<file path="src/rtl/piso_shiftreg.sv">
// piso_shiftreg
//   Parallel-in serial-out shift register with a valid/ready load handshake.
//   A WIDTH-bit word is accepted on an edge where load_valid && load_ready and
//   is then emitted one bit per clock on 'out', qualified by 'out_valid', with
//   'done' marking the last bit. A new word may be accepted during the last
//   bit, so consecutive words stream with no gap.
//
// Parameters
//   WIDTH      word width in bits (>= 2)
//   MSB_FIRST  1: din[WIDTH-1] leaves first; 0: din[0] leaves first
//
// Ports
//   clk         in   rising-edge clock
//   rst         in   asynchronous reset, active-low
//   load_valid  in   producer has a word on din
//   load_ready  out  word can be accepted on this edge (combinational)
//   din         in   parallel word, sampled only on an accepting edge
//   out         out  serial data bit (registered, 0 when idle)
//   out_valid   out  out carries a word bit this cycle
//   busy        out  a word is being shifted
//   done        out  high while the last bit of a word is on out
module piso_shiftreg #(
  parameter int WIDTH     = 4,
  parameter bit MSB_FIRST = 1'b1
) (
  input  logic             clk,
  input  logic             rst,
  input  logic             load_valid,
  output logic             load_ready,
  input  logic [WIDTH-1:0] din,
  output logic             out,
  output logic             out_valid,
  output logic             busy,
  output logic             done
);

  localparam int            CW       = $clog2(WIDTH);
  localparam logic [CW-1:0] LAST     = CW'(WIDTH - 1);
  localparam logic [CW-1:0] PRE_LAST = CW'(WIDTH - 2);

  typedef enum logic {
    IDLE  = 1'b0,
    SHIFT = 1'b1
  } state_t;

  state_t           r_state;
  logic [WIDTH-1:0] r_shreg;
  logic [CW-1:0]    r_cnt;
  logic             r_out;
  logic             r_outValid;
  logic             r_busy;
  logic             r_done;

  logic             w_accept;
  logic [WIDTH-1:0] w_shifted;
  logic             w_firstBit;
  logic             w_nextBit;

  // r_cnt is 0 whenever the machine is idle, so the second term only
  // matters during SHIFT, where it opens the handshake on the last bit.
  assign load_ready = (r_state == IDLE) || (r_cnt == LAST);
  assign w_accept   = load_valid && load_ready;

  // r_shreg always holds the bit currently on out at its out end; shifting
  // toward that end exposes the next bit and fills the vacated end with 0.
  assign w_shifted  = MSB_FIRST ? (r_shreg << 1) : (r_shreg >> 1);
  assign w_firstBit = MSB_FIRST ? din[WIDTH-1] : din[0];
  assign w_nextBit  = MSB_FIRST ? w_shifted[WIDTH-1] : w_shifted[0];

  always_ff @(posedge clk or negedge rst) begin
    if (!rst) begin
      r_state    <= IDLE;
      r_shreg    <= '0;
      r_cnt      <= '0;
      r_out      <= 1'b0;
      r_outValid <= 1'b0;
      r_busy     <= 1'b0;
      r_done     <= 1'b0;
    end else if (w_accept) begin
      r_state    <= SHIFT;
      r_shreg    <= din;
      r_cnt      <= '0;
      r_out      <= w_firstBit;
      r_outValid <= 1'b1;
      r_busy     <= 1'b1;
      r_done     <= 1'b0;
    end else if (r_state == SHIFT) begin
      if (r_cnt == LAST) begin
        // Last bit went out and nothing new arrived: return to idle.
        r_state    <= IDLE;
        r_shreg    <= '0;
        r_cnt      <= '0;
        r_out      <= 1'b0;
        r_outValid <= 1'b0;
        r_busy     <= 1'b0;
        r_done     <= 1'b0;
      end else begin
        r_shreg <= w_shifted;
        r_cnt   <= r_cnt + CW'(1);
        r_out   <= w_nextBit;
        r_done  <= (r_cnt == PRE_LAST);
      end
    end
  end

  assign out       = r_out;
  assign out_valid = r_outValid;
  assign busy      = r_busy;
  assign done      = r_done;

endmodule

</file>
<file path="config.mk">
export PLATFORM = sky130hd
export DESIGN_NAME = piso_shiftreg
export DESIGN_NICKNAME = d
export VERILOG_FILES = /design/src/rtl/piso_shiftreg.sv
export SDC_FILE = /design/constraint.sdc
export NUM_CORES = 1
export LEC_CHECK = 0
export ABC_CLOCK_PERIOD_IN_PS = 1650
export BUFFER_PORTS_ARGS = -buffer_cell sky130_fd_sc_hd__buf_2
export CAP_MARGIN = 30
export CELL_PAD_IN_SITES_DETAIL_PLACEMENT = 1
export CELL_PAD_IN_SITES_GLOBAL_PLACEMENT = 1
export CORE_AREA = 2 2 39 41
export DETAILED_ROUTE_END_ITERATION = 12
export DIE_AREA = 0 0 41 43
export HOLD_SLACK_MARGIN = 0.03
export MAX_ROUTING_LAYER = met4
export PLACE_DENSITY = 0.72
export RECOVER_POWER = 100
export SETUP_SLACK_MARGIN = 0.3
export SLEW_MARGIN = 20
export SYNTH_ARGS = -nofsm -noshare
export SYNTH_HDL_FRONTEND = slang
export SYNTH_SLANG_ARGS = --single-unit
</file>
<file path="constraint.sdc">
create_clock -name clk -period 1.65 [get_ports clk]
set_input_delay 0.33 -clock clk [delete_from_list [all_inputs] [get_ports clk]]
set_output_delay 0.33 -clock clk [all_outputs]
set_load 0.02 [all_outputs]
</file>
==> metrics.txt, run 1 <==
# TYPE chip_impl_metric gauge
chip_impl_metric{name="final-setup-viol-count",unit=""} 0
chip_impl_metric{name="routed_wirelength",unit="mm"} 1.037
chip_impl_metric{name="cp_data_arrival_time",unit="ns"} 1.18
chip_impl_metric{name="p_leak",unit="nW"} 0.2839
chip_impl_metric{name="register_area",unit="µm²"} 226.5
chip_impl_metric{name="grtUsageTotal",unit=""} 0.1542
chip_impl_metric{name="top_level_ports",unit=""} 12
chip_impl_metric{name="avgRoutedWirePerCell",unit="µm"} 13.13
chip_impl_metric{name="fillers",unit=""} 171
chip_impl_metric{name="clk-insertion-delay-late",unit="ns"} 0.25
chip_impl_metric{name="max-slew-margin-rel",unit=""} 0.6598
chip_impl_metric{name="setup_slack_after_placement",unit="ns"} 0.1967
chip_impl_metric{name="critical_path.n_buffers_inverters",unit=""} 2
chip_impl_info{name="cts.root.buffer_cell",value="clkbuf_4"} 1
chip_impl_metric{name="register_area_share_after_synthesis",unit=""} 0.5085
chip_impl_info{name="tritoncts",value="done"} 1
chip_impl_info{name="path_delay_family",value="flip-flops"} 1
chip_impl_metric{name="final_min_period_over_clock_period",unit=""} 0.9150
chip_impl_metric{name="ctsLongestPathBuffers",unit=""} 2
chip_impl_info{name="synth_top_cells_by_count",value="dfrtp_1, nand2_1"} 1
chip_impl_metric{name="number_of_enable_type_register_cells_in_the_synthesized_netlist",unit=""} 0
chip_impl_metric{name="cp_max_fo",unit=""} 2
chip_impl_metric{name="initial_core_util",unit=""} 0.3201
chip_impl_metric{name="synth_area_per_cell",unit="µm²"} 10.07
chip_impl_info{name="post-synth-top-area-cell",value="dfrtp_1"} 1
chip_impl_metric{name="period_needed",unit="ns"} 1.510
chip_impl_metric{name="synth_compound_gate_area_share",unit=""} 0.1441
chip_impl_metric{name="syn-cell-area",unit="µm²"} 442.9
chip_impl_metric{name="cts.sink_count",unit=""} 9
chip_impl_info{name="worst_r2r_startpoint",value="r_cnt[0]$_DFFE_PN0P_"} 1
chip_impl_metric{name="multi_input_comb_area",unit="µm²"} 196.4
chip_impl_info{name="grt_setup_unrepaired",value="yes"} 1
chip_impl_info{name="startpoint_type",value="flip-flop"} 1
chip_impl_metric{name="placement.io_buffers",unit=""} 11
chip_impl_metric{name="synth-seq-cells",unit=""} 9
chip_impl_info{name="path_cells",value="ha_4, nor2b_4, inv_4, clkbuf_2"} 1
chip_impl_metric{name="fp.dieH",unit="µm"} 43
chip_impl_metric{name="critical_path_required",unit="ns"} 1.32
chip_impl_metric{name="antenna_cells_inserted",unit=""} 0
chip_impl_metric{name="finClkSkew",unit="ns"} 0.001310
chip_impl_info{name="main_combinational_cell_family_by_area_after_synthesis",value="simple AND/OR/NAND/NOR gates"} 1
chip_impl_metric{name="dieArea",unit="µm²"} 1763
chip_impl_metric{name="initialDrtViolationCount",unit=""} 2
chip_impl_metric{name="drt_first_pass_iters",unit=""} 3
chip_impl_info{name="holdCritStartpoint",value="din[2]"} 1
chip_impl_metric{name="grt_overflow_total",unit=""} 0
chip_impl_metric{name="worst_tran_pin_value",unit="ns"} 0.5103
chip_impl_info{name="slowest_stage",value="dfrtp_2"} 1
chip_impl_metric{name="timing.setup.tns",unit="ns"} 0
chip_impl_info{name="holdCritPathClass",value="input port to flip-flop"} 1
chip_impl_metric{name="drv_slew",unit=""} 0
chip_impl_metric{name="area_growth_syn_to_layout",unit="%"} 31.64
chip_impl_metric{name="number_of_buffers_inserted_during_clock_tree_synthesis",unit=""} 3
chip_impl_metric{name="ir_worst_vdd",unit="mV"} 0.6543
chip_impl_metric{name="placed_cells",unit=""} 68
chip_impl_metric{name="yosysWarningCount",unit=""} 0
chip_impl_metric{name="multiplexer_fraction_of_the_synthesized_cell_area",unit=""} 0.02260
chip_impl_metric{name="mappedNetlistNets",unit=""} 53
chip_impl_metric{name="final_hold_violation_count",unit=""} 0
chip_impl_metric{name="final-instance-count-excl-fill",unit=""} 79
chip_impl_metric{name="maxClockFrequency",unit="GHz"} 0.6624
chip_impl_metric{name="power.density_cell_area",unit="nW/µm²"} 1986
chip_impl_info{name="cp-startpoint",value="r_cnt[0]$_DFFE_PN0P_"} 1
chip_impl_metric{name="drv_cap",unit=""} 0
chip_impl_info{name="endpoint_kind",value="output pin"} 1
chip_impl_metric{name="route.detailed.drc",unit=""} 0
chip_impl_metric{name="drtAntennaViolNets",unit=""} 0
chip_impl_metric{name="synth_top_area_frac",unit=""} 0.5085
chip_impl_metric{name="clk_pin_slew_worst_paths",unit="ns"} 0.06
chip_impl_info{name="timing.setup.critical_path_class",value="flip-flop to output pin"} 1
chip_impl_metric{name="fp.coreArea",unit="µm²"} 1384
chip_impl_metric{name="synth_simple_gate_area_frac",unit=""} 0.1921
chip_impl_metric{name="clock_tree.htree_level_count",unit=""} 1
chip_impl_metric{name="synthCells",unit=""} 44
chip_impl_metric{name="yosysUniqueCellTypes",unit=""} 19
chip_impl_metric{name="fp-row-count",unit=""} 14
chip_impl_metric{name="first_global_vias",unit=""} 371
chip_impl_info{name="ys.flop_type",value="dfrtp_1"} 1
chip_impl_info{name="outcome",value="finished, final reports clean"} 1
chip_impl_metric{name="layout.nets",unit=""} 73
chip_impl_metric{name="async_reset_ff_frac",unit=""} 1.000
chip_impl_metric{name="antenna_found_initial",unit=""} 0
chip_impl_metric{name="grt_first_pass_wirelength",unit="mm"} 1.711
chip_impl_metric{name="crit_path_max_cell_delay",unit="ns"} 0.43
chip_impl_metric{name="place.detailed.hpwl",unit="µm"} 688.7
chip_impl_metric{name="timing.final.ws_setup",unit="ns"} 0.1403
chip_impl_metric{name="via_per_inst",unit=""} 4.949
chip_impl_metric{name="gpl.final_weighted_congestion",unit=""} 0.6730
chip_impl_metric{name="die_w",unit="µm"} 41
chip_impl_metric{name="maximum_number_of_pins_on_one_net_before_global_route_repair",unit=""} 11
chip_impl_metric{name="post_synth_fa_ha_maj_area_fraction",unit=""} 0.05650
chip_impl_metric{name="synthXorXnorAreaFrac",unit=""} 0
chip_impl_info{name="netlist_top_cells_area",value="dfrtp_1, nand2_1, ha_1"} 1
chip_impl_metric{name="drive_above_1_share",unit=""} 0.2857
chip_impl_info{name="synth.most_common_cell",value="dfrtp_1"} 1
chip_impl_metric{name="route.vias.total",unit=""} 391
[what timing repair did]
item | in CTS | in global routing
buffers inserted | 5 | 1
endpoints found under the setup margin | 1 | 2
hold buffers | 1 | 0
resized for setup | 4 | 2
hold endpoints to repair | 9 | 0
pin swaps | 1 | 1
[area by class of cell]
| class | count | share of cell area |
|---|---|---|
| repair buffers | 18 | 0.1717 |
| multi-input cells | 29 | 0.3369 |
| inverters | 3 | 0.02361 |
| well taps | 16 | 0.03433 |
| clock buffers | 4 | 0.04506 |
| flip-flops and latches | 9 | 0.3884 |
[report_power, final]
group          switching [W]  leakage [nW]  internal (W)
Sequential         0.0000844         0.110      0.000315
Clock              0.0000716        0.0150     0.0000929
Combinational       0.000327         0.159      0.000267
Total               0.000483         0.284      0.000675
[worst paths after layout]
kind | to | slack, ns | cells after the start
setup / recovery | load_ready | 0.14 | 4
hold / removal | r_shreg[2]$_DFFE_PN0P_ | 0.30 | 3
setup reg to reg | r_cnt[1]$_DFFE_PN0P_ | 0.23 | 7
hold reg to reg | r_shreg[1]$_DFFE_PN0P_ | 0.50 | 2
max in group asynchronous | r_cnt[0]$_DFFE_PN0P_ | 0.72 | 2
min in group asynchronous | r_cnt[1]$_DFFE_PN0P_ | 0.56 | 2
[through the flow]
stage / instance area (µm²) / power (W) / util / hold slack (ns)
after global placement: 498.0 / 0.0008653 / 0.3599 / 0.1929
after detailed placement: 498.0 / 0.0008809 / 0.3599 / 0.1947
after floorplan: 442.9 / 0.0007682 / - / 0.03441
final: 583.1 / 0.001158 / 0.4213 / 0.2994
after global routing: 583.1 / 0.001263 / 0.4213 / 0.3047
after CTS: 590.6 / 0.001202 / 0.4268 / 0.2957
[per-layer routing]
| layer | vias to the layer above | global-route usage | routed length (µm) |
|---|---|---|---|
| met5 | - | - | 0 |
| met4 | 0 | 0.1000 | 28 |
| met3 | 4 | 0.03141 | 40 |
| met2 | 10 | 0.2063 | 525 |
| met1 | 189 | 0.2040 | 442 |
| li1 | 188 | - | - |
[sequential cells by signal, summed over array words and instances (netlist names)]
signal   flops
r_shreg      3
r_cnt        2
done         1
busy         1
r_state      1
out          1
[worst register-to-register path, cell delays in order, from the launching register on]
cell      delay, ns
dfrtp_2        0.43
clkbuf_4       0.15
buf_6          0.11
inv_1          0.06
ha_1           0.22
nand2b_1       0.16
a21o_1         0.16
o21ai_0        0.06
[cells by family (layout without fill, tap and decap cells)]
group,Yosys count,in the layout
and+or+nand+nor,17,17
adders and majority gates,2,2
buffers and inverters,6,25
muxes,1,1
AOI/OAI and AO/OA,9,9
DFF,9,9
[cells in the final DEF, fill, tap and decap left out, drive strengths merged]
cell type and instances:
ha 2, o22ai 1, dlygate4sd3 1, mux2i 1, o32ai 1, nand3 3
nor2b 1, a21o 1, nand2b 3, a21oi 1, nand2 7, inv 3
buf 8, dfrtp 9, nor2 3, o21ai 2, clkbuf 13, a22oi 3
No activity file was read; power rests on OpenSTA's default activity.
==> run 2: changes to the inputs <==
==> config.mk (replaced) <==
export PLATFORM = sky130hd
export DESIGN_NAME = piso_shiftreg
export DESIGN_NICKNAME = d
export VERILOG_FILES = /design/src/rtl/piso_shiftreg.sv
export SDC_FILE = /design/constraint.sdc
export NUM_CORES = 1
export LEC_CHECK = 0
export ABC_CLOCK_PERIOD_IN_PS = 1200
export BUFFER_PORTS_ARGS = -buffer_cell sky130_fd_sc_hd__buf_2
export CAP_MARGIN = 30
export CELL_PAD_IN_SITES_DETAIL_PLACEMENT = 1
export CELL_PAD_IN_SITES_GLOBAL_PLACEMENT = 1
export CORE_MARGIN = 2
export CORE_UTILIZATION = 32
export DETAILED_ROUTE_END_ITERATION = 12
export HOLD_SLACK_MARGIN = 0.03
export MAX_ROUTING_LAYER = met4
export PLACE_DENSITY = 0.73
export RECOVER_POWER = 100
export SETUP_SLACK_MARGIN = 0.3
export SKIP_LAST_GASP = 1
export SLEW_MARGIN = 20
export SYNTH_ARGS = -nofsm -noshare
export SYNTH_HDL_FRONTEND = slang
export SYNTH_SLANG_ARGS = --single-unit
==> constraint.sdc (replaced) <==
create_clock -name clk -period 1.2 [get_ports clk]
set_input_delay 0.24 -clock clk [delete_from_list [all_inputs] [get_ports clk]]
set_output_delay 0.24 -clock clk [all_outputs]
set_load 0.02 [all_outputs]
==> metrics.txt, run 2 (synthesis results as in run 1) <==
# TYPE chip_impl_metric gauge
chip_impl_info{name="outcome",value="finished with violations"} 1
chip_impl_info{name="violations",value="setup timing"} 1
chip_impl_metric{name="initialDrtViolationCount",unit=""} 4
chip_impl_metric{name="cp_data_arrival_time",unit="ns"} 1.16
chip_impl_metric{name="crit_path_max_cell_delay",unit="ns"} 0.42
chip_impl_metric{name="drive_above_1_share",unit=""} 0.5775
chip_impl_metric{name="grt_overflow_total",unit=""} 0
chip_impl_metric{name="grt_first_pass_wirelength",unit="mm"} 1.794
chip_impl_metric{name="placed_cell_area",unit="µm²"} 544.3
chip_impl_metric{name="fp.dieH",unit="µm"} 41.21
chip_impl_metric{name="antenna_cells_inserted",unit=""} 0
chip_impl_metric{name="fp.coreArea",unit="µm²"} 1301
chip_impl_metric{name="avgRoutedWirePerCell",unit="µm"} 14.17
chip_impl_info{name="holdCritPathClass",value="input port to flip-flop"} 1
chip_impl_metric{name="cts.sink_count",unit=""} 9
chip_impl_info{name="timing.setup.critical_path_class",value="flip-flop to output pin"} 1
chip_impl_info{name="mostFrequentLayoutCell",value="buf_4"} 1
chip_impl_metric{name="maxClockFrequency",unit="GHz"} 0.7117
chip_impl_info{name="largest_register",value="r_shreg"} 1
chip_impl_metric{name="clock_tree.htree_level_count",unit=""} 1
chip_impl_info{name="cp-startpoint",value="r_cnt[1]$_DFFE_PN0P_"} 1
chip_impl_metric{name="antenna_found_initial",unit=""} 0
chip_impl_metric{name="gpl.final_weighted_congestion",unit=""} 0.7138
chip_impl_info{name="most-common-layout-cells",value="buf_4, dfrtp_1, nand2_1, buf_2, buf_6"} 1
chip_impl_metric{name="ctsLongestPathBuffers",unit=""} 2
chip_impl_metric{name="route.vias.total",unit=""} 408
chip_impl_metric{name="clk_pin_slew_worst_paths",unit="ns"} 0.06
chip_impl_info{name="grt_setup_unrepaired",value="yes"} 1
chip_impl_metric{name="power_switching",unit="W"} 0.0008357
chip_impl_info{name="endpoint_kind",value="output pin"} 1
chip_impl_metric{name="drv_cap",unit=""} 0
chip_impl_metric{name="drtAntennaViolNets",unit=""} 0
chip_impl_metric{name="power.clock.fraction",unit=""} 0.110
chip_impl_metric{name="regToRegSetupSlack",unit="ns"} -0.14
chip_impl_metric{name="place.detailed.hpwl",unit="µm"} 763.9
chip_impl_metric{name="largest_register_ff_count",unit=""} 3
chip_impl_metric{name="first_global_vias",unit=""} 376
chip_impl_metric{name="worst_tran_pin_value",unit="ns"} 0.5076
chip_impl_metric{name="multi_input_comb_area",unit="µm²"} 252.7
chip_impl_metric{name="final_hold_violation_count",unit=""} 0
chip_impl_metric{name="finClkSkew",unit="ns"} 0.006861
chip_impl_metric{name="power_report.internal_total",unit="W"} 0.001297
chip_impl_metric{name="maximum_number_of_pins_on_one_net_before_global_route_repair",unit=""} 11
chip_impl_info{name="worst_r2r_startpoint",value="r_cnt[1]$_DFFE_PN0P_"} 1
chip_impl_metric{name="drt_first_pass_iters",unit=""} 3
chip_impl_metric{name="dieArea",unit="µm²"} 1698
chip_impl_metric{name="critical_path_required",unit="ns"} 0.96
chip_impl_metric{name="top_level_ports",unit=""} 12
chip_impl_metric{name="fillers",unit=""} 153
chip_impl_info{name="slowest_stage",value="dfrtp_1"} 1
chip_impl_metric{name="placed_cells",unit=""} 72
chip_impl_metric{name="share_comb_of_total_power",unit=""} 0.638
chip_impl_metric{name="routed_wirelength",unit="mm"} 1.219
chip_impl_info{name="startpoint_type",value="flip-flop"} 1
chip_impl_metric{name="timing.final.ws_setup",unit="ns"} -0.2050
chip_impl_metric{name="initial_core_util",unit=""} 0.3404
chip_impl_metric{name="register_area",unit="µm²"} 225.2
chip_impl_metric{name="final-instance-count-excl-fill",unit=""} 86
chip_impl_metric{name="area_growth_syn_to_layout",unit="%"} 63.56
chip_impl_info{name="path_cells",value="ha_4, nor2b_4, inv_4, buf_6"} 1
chip_impl_metric{name="timing.setup.tns",unit="ns"} -0.4257
chip_impl_metric{name="clk-insertion-delay-late",unit="ns"} 0.26
chip_impl_metric{name="p_leak",unit="nW"} 0.3556
chip_impl_metric{name="power.density_cell_area",unit="nW/µm²"} 2944
chip_impl_metric{name="setup_slack_after_placement",unit="ns"} 0.01864
chip_impl_info{name="tritoncts",value="done"} 1
chip_impl_metric{name="placement.io_buffers",unit=""} 11
chip_impl_metric{name="max-slew-margin-rel",unit=""} 0.6616
chip_impl_metric{name="period_needed",unit="ns"} 1.405
chip_impl_metric{name="die_w",unit="µm"} 41.21
chip_impl_info{name="holdCritStartpoint",value="din[2]"} 1
chip_impl_metric{name="power.share.switching",unit=""} 0.3918
chip_impl_metric{name="final-setup-viol-count",unit=""} 6
chip_impl_info{name="layout_top_registers",value="r_shreg (3), r_cnt (2)"} 1
chip_impl_metric{name="cp_max_fo",unit=""} 2
chip_impl_metric{name="fp-row-count",unit=""} 13
chip_impl_metric{name="final_cell_area",unit="µm²"} 724.4
chip_impl_metric{name="ir_worst_vdd",unit="mV"} 1.543
chip_impl_metric{name="drv_slew",unit=""} 0
chip_impl_metric{name="via_per_inst",unit=""} 4.744
chip_impl_metric{name="route.detailed.drc",unit=""} 0
chip_impl_metric{name="number_of_buffers_inserted_during_clock_tree_synthesis",unit=""} 3
chip_impl_metric{name="sequentialPowerShare",unit=""} 0.252
chip_impl_metric{name="grtUsageTotal",unit=""} 0.1755
chip_impl_metric{name="layout.nets",unit=""} 81
chip_impl_info{name="cts.root.buffer_cell",value="clkbuf_4"} 1
chip_impl_metric{name="final_min_period_over_clock_period",unit=""} 1.171
==> run 2: cell count changes in the layout (fill, tap and decap cells not counted), moves of 2 or more <==
cell,delta
buf_4,+9
clkbuf_1,-5
a22oi_1,-3
a22oi_2,+3
buf_6,+3
nand3_1,-3
nand3_2,+3
clkbuf_2,+2
==> run 2: worst max-delay path, delay by kind of cell, from the launching register on <==
| family | cells | cell delay, ns |
|---|---|---|
| DFF | 1 | 0.42 |
| buffers and inverters | 2 | 0.16 |
| and+or+nand+nor | 1 | 0.13 |
| adders and majority gates | 1 | 0.19 |
==> run 2: cell type report <==
| cell class | instances | area share |
|---|---|---|
| inverter | 3 | 0.02245 |
| timing repair buffer | 26 | 0.2556 |
| multi-input combinational | 29 | 0.3489 |
| sequential | 9 | 0.3109 |
| tap | 15 | 0.02591 |
| clock buffer | 4 | 0.03627 |
==> run 2: worst paths after layout <==
check                                         endpoint  depth (start not counted)
worst max-delay path                        load_ready                          4
worst min-delay path            r_shreg[2]$_DFFE_PN0P_                          3
worst max register to register    r_cnt[1]$_DFFE_PN0P_                          6
worst min register to register  r_shreg[1]$_DFFE_PN0P_                          2
max in group asynchronous            r_state$_DFF_PN0_                          2
min in group asynchronous             done$_DFFE_PN0P_                          2
==> run 2: per-stage QoR <==
step | hold WS [ns] | total power, W | utilization
6_report | 0.2102 | 0.002133 | 0.5567
3_5_place_dp | 0.1059 | 0.001395 | 0.4183
5_1_grt | 0.2296 | 0.002281 | 0.5567
4_1_cts | 0.2092 | 0.002041 | 0.5385
3_3_place_gp | 0.1038 | 0.001360 | 0.4183
2_1_floorplan | -0.05559 | 0.001106 | -
==> run 2: repair_timing <==
| item | CTS | global route |
|---|---|---|
| endpoints found under the setup margin | 14 | 14 |
| buffers inserted | 6 | 3 |
| gates resized for setup | 20 | 5 |
| endpoints found under the hold margin | 9 | 0 |
| hold buffers | 1 | 0 |
| pin swaps | 1 | 7 |
==> run 2: power groups by stage <==
stage                     Combinational [W]  Clock (W)  Sequential (W)
after global placement             0.000838          0        0.000522
after detailed placement           0.000868          0        0.000526
after global routing                0.00146   0.000258        0.000558
after CTS                           0.00127   0.000246        0.000522
after floorplan                    0.000546          0        0.000561
final                               0.00136   0.000235        0.000538
==> run 2: metal layers <==
metal | vias to the layer above | global-route usage | wire, µm
met1 | 195 | 0.2338 | 572
met5 | - | - | 0
met4 | 0 | 0.07258 | 6
li1 | 200 | - | -
met3 | 2 | 0.03261 | 53
met2 | 11 | 0.2578 | 588
==> run 3: changes to the inputs <==
--- a/config.mk
+++ b/config.mk
@@ -5,17 +5,17 @@
 export SDC_FILE = /design/constraint.sdc
 export NUM_CORES = 1
 export LEC_CHECK = 0
-export ABC_CLOCK_PERIOD_IN_PS = 1200
+export ABC_CLOCK_PERIOD_IN_PS = 1400
 export BUFFER_PORTS_ARGS = -buffer_cell sky130_fd_sc_hd__buf_2
 export CAP_MARGIN = 30
 export CELL_PAD_IN_SITES_DETAIL_PLACEMENT = 1
 export CELL_PAD_IN_SITES_GLOBAL_PLACEMENT = 1
-export CORE_MARGIN = 2
-export CORE_UTILIZATION = 32
+export CORE_AREA = 2 2 39 41
 export DETAILED_ROUTE_END_ITERATION = 12
+export DIE_AREA = 0 0 41 43
 export HOLD_SLACK_MARGIN = 0.03
 export MAX_ROUTING_LAYER = met4
-export PLACE_DENSITY = 0.73
+export PLACE_DENSITY = 0.72
 export RECOVER_POWER = 100
 export SETUP_SLACK_MARGIN = 0.3
 export SKIP_LAST_GASP = 1
==> constraint.sdc (replaced) <==
create_clock -name clk -period 1.4 [get_ports clk]
set_input_delay 0.28 -clock clk [delete_from_list [all_inputs] [get_ports clk]]
set_output_delay 0.28 -clock clk [all_outputs]
set_load 0.02 [all_outputs]
==> metrics.txt, run 3 (synthesis results as in run 1) <==
# TYPE chip_impl_metric gauge
chip_impl_info{name="outcome",value="finished with violations"} 1
chip_impl_info{name="violations",value="setup timing"} 1
chip_impl_metric{name="cts.sink_count",unit=""} 9
chip_impl_metric{name="layout.nets",unit=""} 79
chip_impl_metric{name="place.detailed.hpwl",unit="µm"} 786.2
chip_impl_info{name="hold-path-endpoint",value="r_shreg[2]$_DFFE_PN0P_"} 1
chip_impl_metric{name="final-setup-viol-count",unit=""} 1
chip_impl_metric{name="fp.coreArea",unit="µm²"} 1384
chip_impl_metric{name="max-slew-margin-rel",unit=""} 0.6581
chip_impl_metric{name="route.vias.total",unit=""} 399
chip_impl_metric{name="clk-insertion-delay-late",unit="ns"} 0.26
chip_impl_metric{name="routed_wirelength",unit="mm"} 1.142
chip_impl_info{name="holdCritPathClass",value="input port to flip-flop"} 1
chip_impl_metric{name="route.detailed.drc",unit=""} 0
chip_impl_metric{name="drive_above_1_share",unit=""} 0.4638
chip_impl_metric{name="drtAntennaViolNets",unit=""} 0
chip_impl_metric{name="first_global_vias",unit=""} 429
chip_impl_metric{name="cp_max_fo",unit=""} 2
chip_impl_metric{name="fp.dieH",unit="µm"} 43
chip_impl_metric{name="power_report.internal_total",unit="W"} 0.001062
chip_impl_metric{name="ff2ff_path_depth",unit=""} 7
chip_impl_metric{name="via_per_inst",unit=""} 4.694
chip_impl_metric{name="timing.final.ws_setup",unit="ns"} -0.03330
chip_impl_metric{name="dieArea",unit="µm²"} 1763
chip_impl_metric{name="finClkSkew",unit="ns"} 0.002505
chip_impl_metric{name="clock_tree.htree_level_count",unit=""} 1
chip_impl_info{name="tritoncts",value="done"} 1
chip_impl_info{name="layout_top_registers",value="r_shreg (3), r_cnt (2)"} 1
chip_impl_metric{name="final_hold_violation_count",unit=""} 0
chip_impl_metric{name="placed_cell_area",unit="µm²"} 525.5
chip_impl_metric{name="power.density_cell_area",unit="nW/µm²"} 2497
chip_impl_metric{name="power_switching",unit="W"} 0.0006464
chip_impl_metric{name="grt_overflow_total",unit=""} 0
chip_impl_metric{name="layout.core_utilization",unit=""} 0.4946
chip_impl_metric{name="gpl.final_weighted_congestion",unit=""} 0.6641
chip_impl_metric{name="power.share.switching",unit=""} 0.3783
chip_impl_metric{name="p_leak",unit="nW"} 0.3498
chip_impl_info{name="most-common-layout-cells",value="buf_4, dfrtp_1, nand2_1, buf_6, buf_2"} 1
chip_impl_metric{name="critical_path.n_buffers_inverters",unit=""} 2
chip_impl_metric{name="fillers",unit=""} 155
chip_impl_metric{name="ctsLongestPathBuffers",unit=""} 2
chip_impl_metric{name="initialDrtViolationCount",unit=""} 5
chip_impl_metric{name="drt_first_pass_iters",unit=""} 4
chip_impl_metric{name="largest_register_ff_count",unit=""} 3
chip_impl_metric{name="hold-path-cell-count",unit=""} 3
chip_impl_info{name="path_cells",value="ha_4, nor2b_4, inv_4, buf_6"} 1
chip_impl_metric{name="multi_input_comb_area",unit="µm²"} 206.4
chip_impl_metric{name="worst_tran_pin_value",unit="ns"} 0.5128
chip_impl_metric{name="crit_path_max_cell_delay",unit="ns"} 0.41
chip_impl_info{name="cts.root.buffer_cell",value="clkbuf_4"} 1
chip_impl_metric{name="regToRegSetupSlack",unit="ns"} 0.06
chip_impl_metric{name="final_cell_area",unit="µm²"} 684.4
chip_impl_metric{name="drv_cap",unit=""} 0
chip_impl_metric{name="power.clock.fraction",unit=""} 0.119
chip_impl_metric{name="period_needed",unit="ns"} 1.433
chip_impl_metric{name="ir_worst_vdd",unit="mV"} 0.6828
chip_impl_metric{name="top_level_ports",unit=""} 12
chip_impl_metric{name="number_of_buffers_inserted_during_clock_tree_synthesis",unit=""} 3
chip_impl_metric{name="power.total",unit="W"} 0.001709
chip_impl_info{name="endpoint_kind",value="output pin"} 1
chip_impl_metric{name="final_min_period_over_clock_period",unit=""} 1.024
chip_impl_metric{name="register_area",unit="µm²"} 225.2
chip_impl_metric{name="avgRoutedWirePerCell",unit="µm"} 13.44
chip_impl_info{name="mostFrequentLayoutCell",value="buf_4"} 1
chip_impl_info{name="worst_r2r_startpoint",value="r_cnt[0]$_DFFE_PN0P_"} 1
chip_impl_metric{name="maxClockFrequency",unit="GHz"} 0.6977
chip_impl_metric{name="fp-row-count",unit=""} 14
chip_impl_metric{name="drv_slew",unit=""} 0
chip_impl_metric{name="die_w",unit="µm"} 41
chip_impl_metric{name="antenna_found_initial",unit=""} 0
chip_impl_metric{name="grt_first_pass_wirelength",unit="mm"} 1.828
chip_impl_metric{name="placement.io_buffers",unit=""} 11
chip_impl_metric{name="maximum_number_of_pins_on_one_net_before_global_route_repair",unit=""} 11
chip_impl_info{name="timing.setup.critical_path_class",value="flip-flop to output pin"} 1
chip_impl_info{name="slowest_stage",value="dfrtp_1"} 1
chip_impl_metric{name="share_comb_of_total_power",unit=""} 0.614
chip_impl_info{name="startpoint_type",value="flip-flop"} 1
chip_impl_metric{name="area_growth_syn_to_layout",unit="%"} 54.52
chip_impl_metric{name="sequentialPowerShare",unit=""} 0.267
chip_impl_metric{name="clk_pin_slew_worst_paths",unit="ns"} 0.06
chip_impl_info{name="r2r-end",value="r_cnt[1]$_DFFE_PN0P_"} 1
chip_impl_info{name="path_delay_family",value="flip-flops"} 1
chip_impl_metric{name="grtUsageTotal",unit=""} 0.1622
chip_impl_metric{name="antenna_cells_inserted",unit=""} 0
chip_impl_info{name="grt_setup_unrepaired",value="yes"} 1
chip_impl_metric{name="initial_core_util",unit=""} 0.3201
chip_impl_metric{name="setup_slack_after_placement",unit="ns"} 0.08892
chip_impl_info{name="largest_register",value="r_shreg"} 1
chip_impl_info{name="holdCritStartpoint",value="din[2]"} 1
chip_impl_metric{name="critical_path_required",unit="ns"} 1.12
chip_impl_metric{name="cp_data_arrival_time",unit="ns"} 1.15
==> run 3: cell count changes in the layout (fill, tap and decap cells not counted), moves of 3 or more <==
cell      previous run  this run
a22oi_1              0         3
a22oi_2              3         0
buf_6                4         7
clkbuf_2             3         0
nand3_1              0         3
nand3_2              3         0
==> run 3: timing repair <==
action	in CTS	in global routing
cloned	0	0
pin swaps	1	1
hold endpoints to repair	9	0
hold buffers	1	0
setup endpoints to repair	9	14
buffers inserted	6	5
gates resized for setup	3	11
==> run 3: cell type report <==
type / instances / share of cell area
well taps: 16 / 0.02925
inverters: 3 / 0.02011
flip-flops and latches: 9 / 0.3291
multi-input cells: 29 / 0.3016
repair buffers: 24 / 0.2815
clock buffers: 4 / 0.03839
==> run 3: per-stage QoR <==
step	hold slack [ns]	cells	setup TNS, ns
finish	0.2584	85	-0.03330
global route	0.2691	85	-0.09696
CTS	0.2605	80	-0.02358
detailed placement	0.1438	69	0
global placement	0.1447	69	0
floorplan	-0.01559	44	0
==> run 3: worst min-delay path: cells and delay by family <==
family | cells | cell delay, ns
simple gates | 2 | 0.12
buf+inv | 1 | 0.08
==> run 3: how the worst max path moves through the flow <==
stage | from | cells after the start | endpoint | slack, ns
global placement | r_cnt[0]$_DFFE_PN0P_ | 4 | load_ready | 0.11
finish | r_cnt[0]$_DFFE_PN0P_ | 4 | load_ready | -0.03
floorplan | r_cnt[0]$_DFFE_PN0P_ | 3 | load_ready | 0.28
CTS | r_cnt[0]$_DFFE_PN0P_ | 4 | load_ready | -0.02
detailed placement | r_cnt[0]$_DFFE_PN0P_ | 4 | load_ready | 0.09
global route | r_cnt[0]$_DFFE_PN0P_ | 4 | load_ready | -0.07
==> run 3: metal layers <==
metal	wire length, µm	track usage
met1	468	0.1860
met2	622	0.2563
met3	52	0.04712
met4	0	0.06000
met5	0	-
==> run 3: power groups by stage <==
stage | sequential (W) | combinational [W] | clock, W
floorplan | 0.000493 | 0.000479 | 0
global placement | 0.000455 | 0.000647 | 0
detailed placement | 0.000463 | 0.000668 | 0
CTS | 0.000441 | 0.000857 | 0.000205
global route | 0.000468 | 0.00115 | 0.000223
finish | 0.000456 | 0.00105 | 0.000204
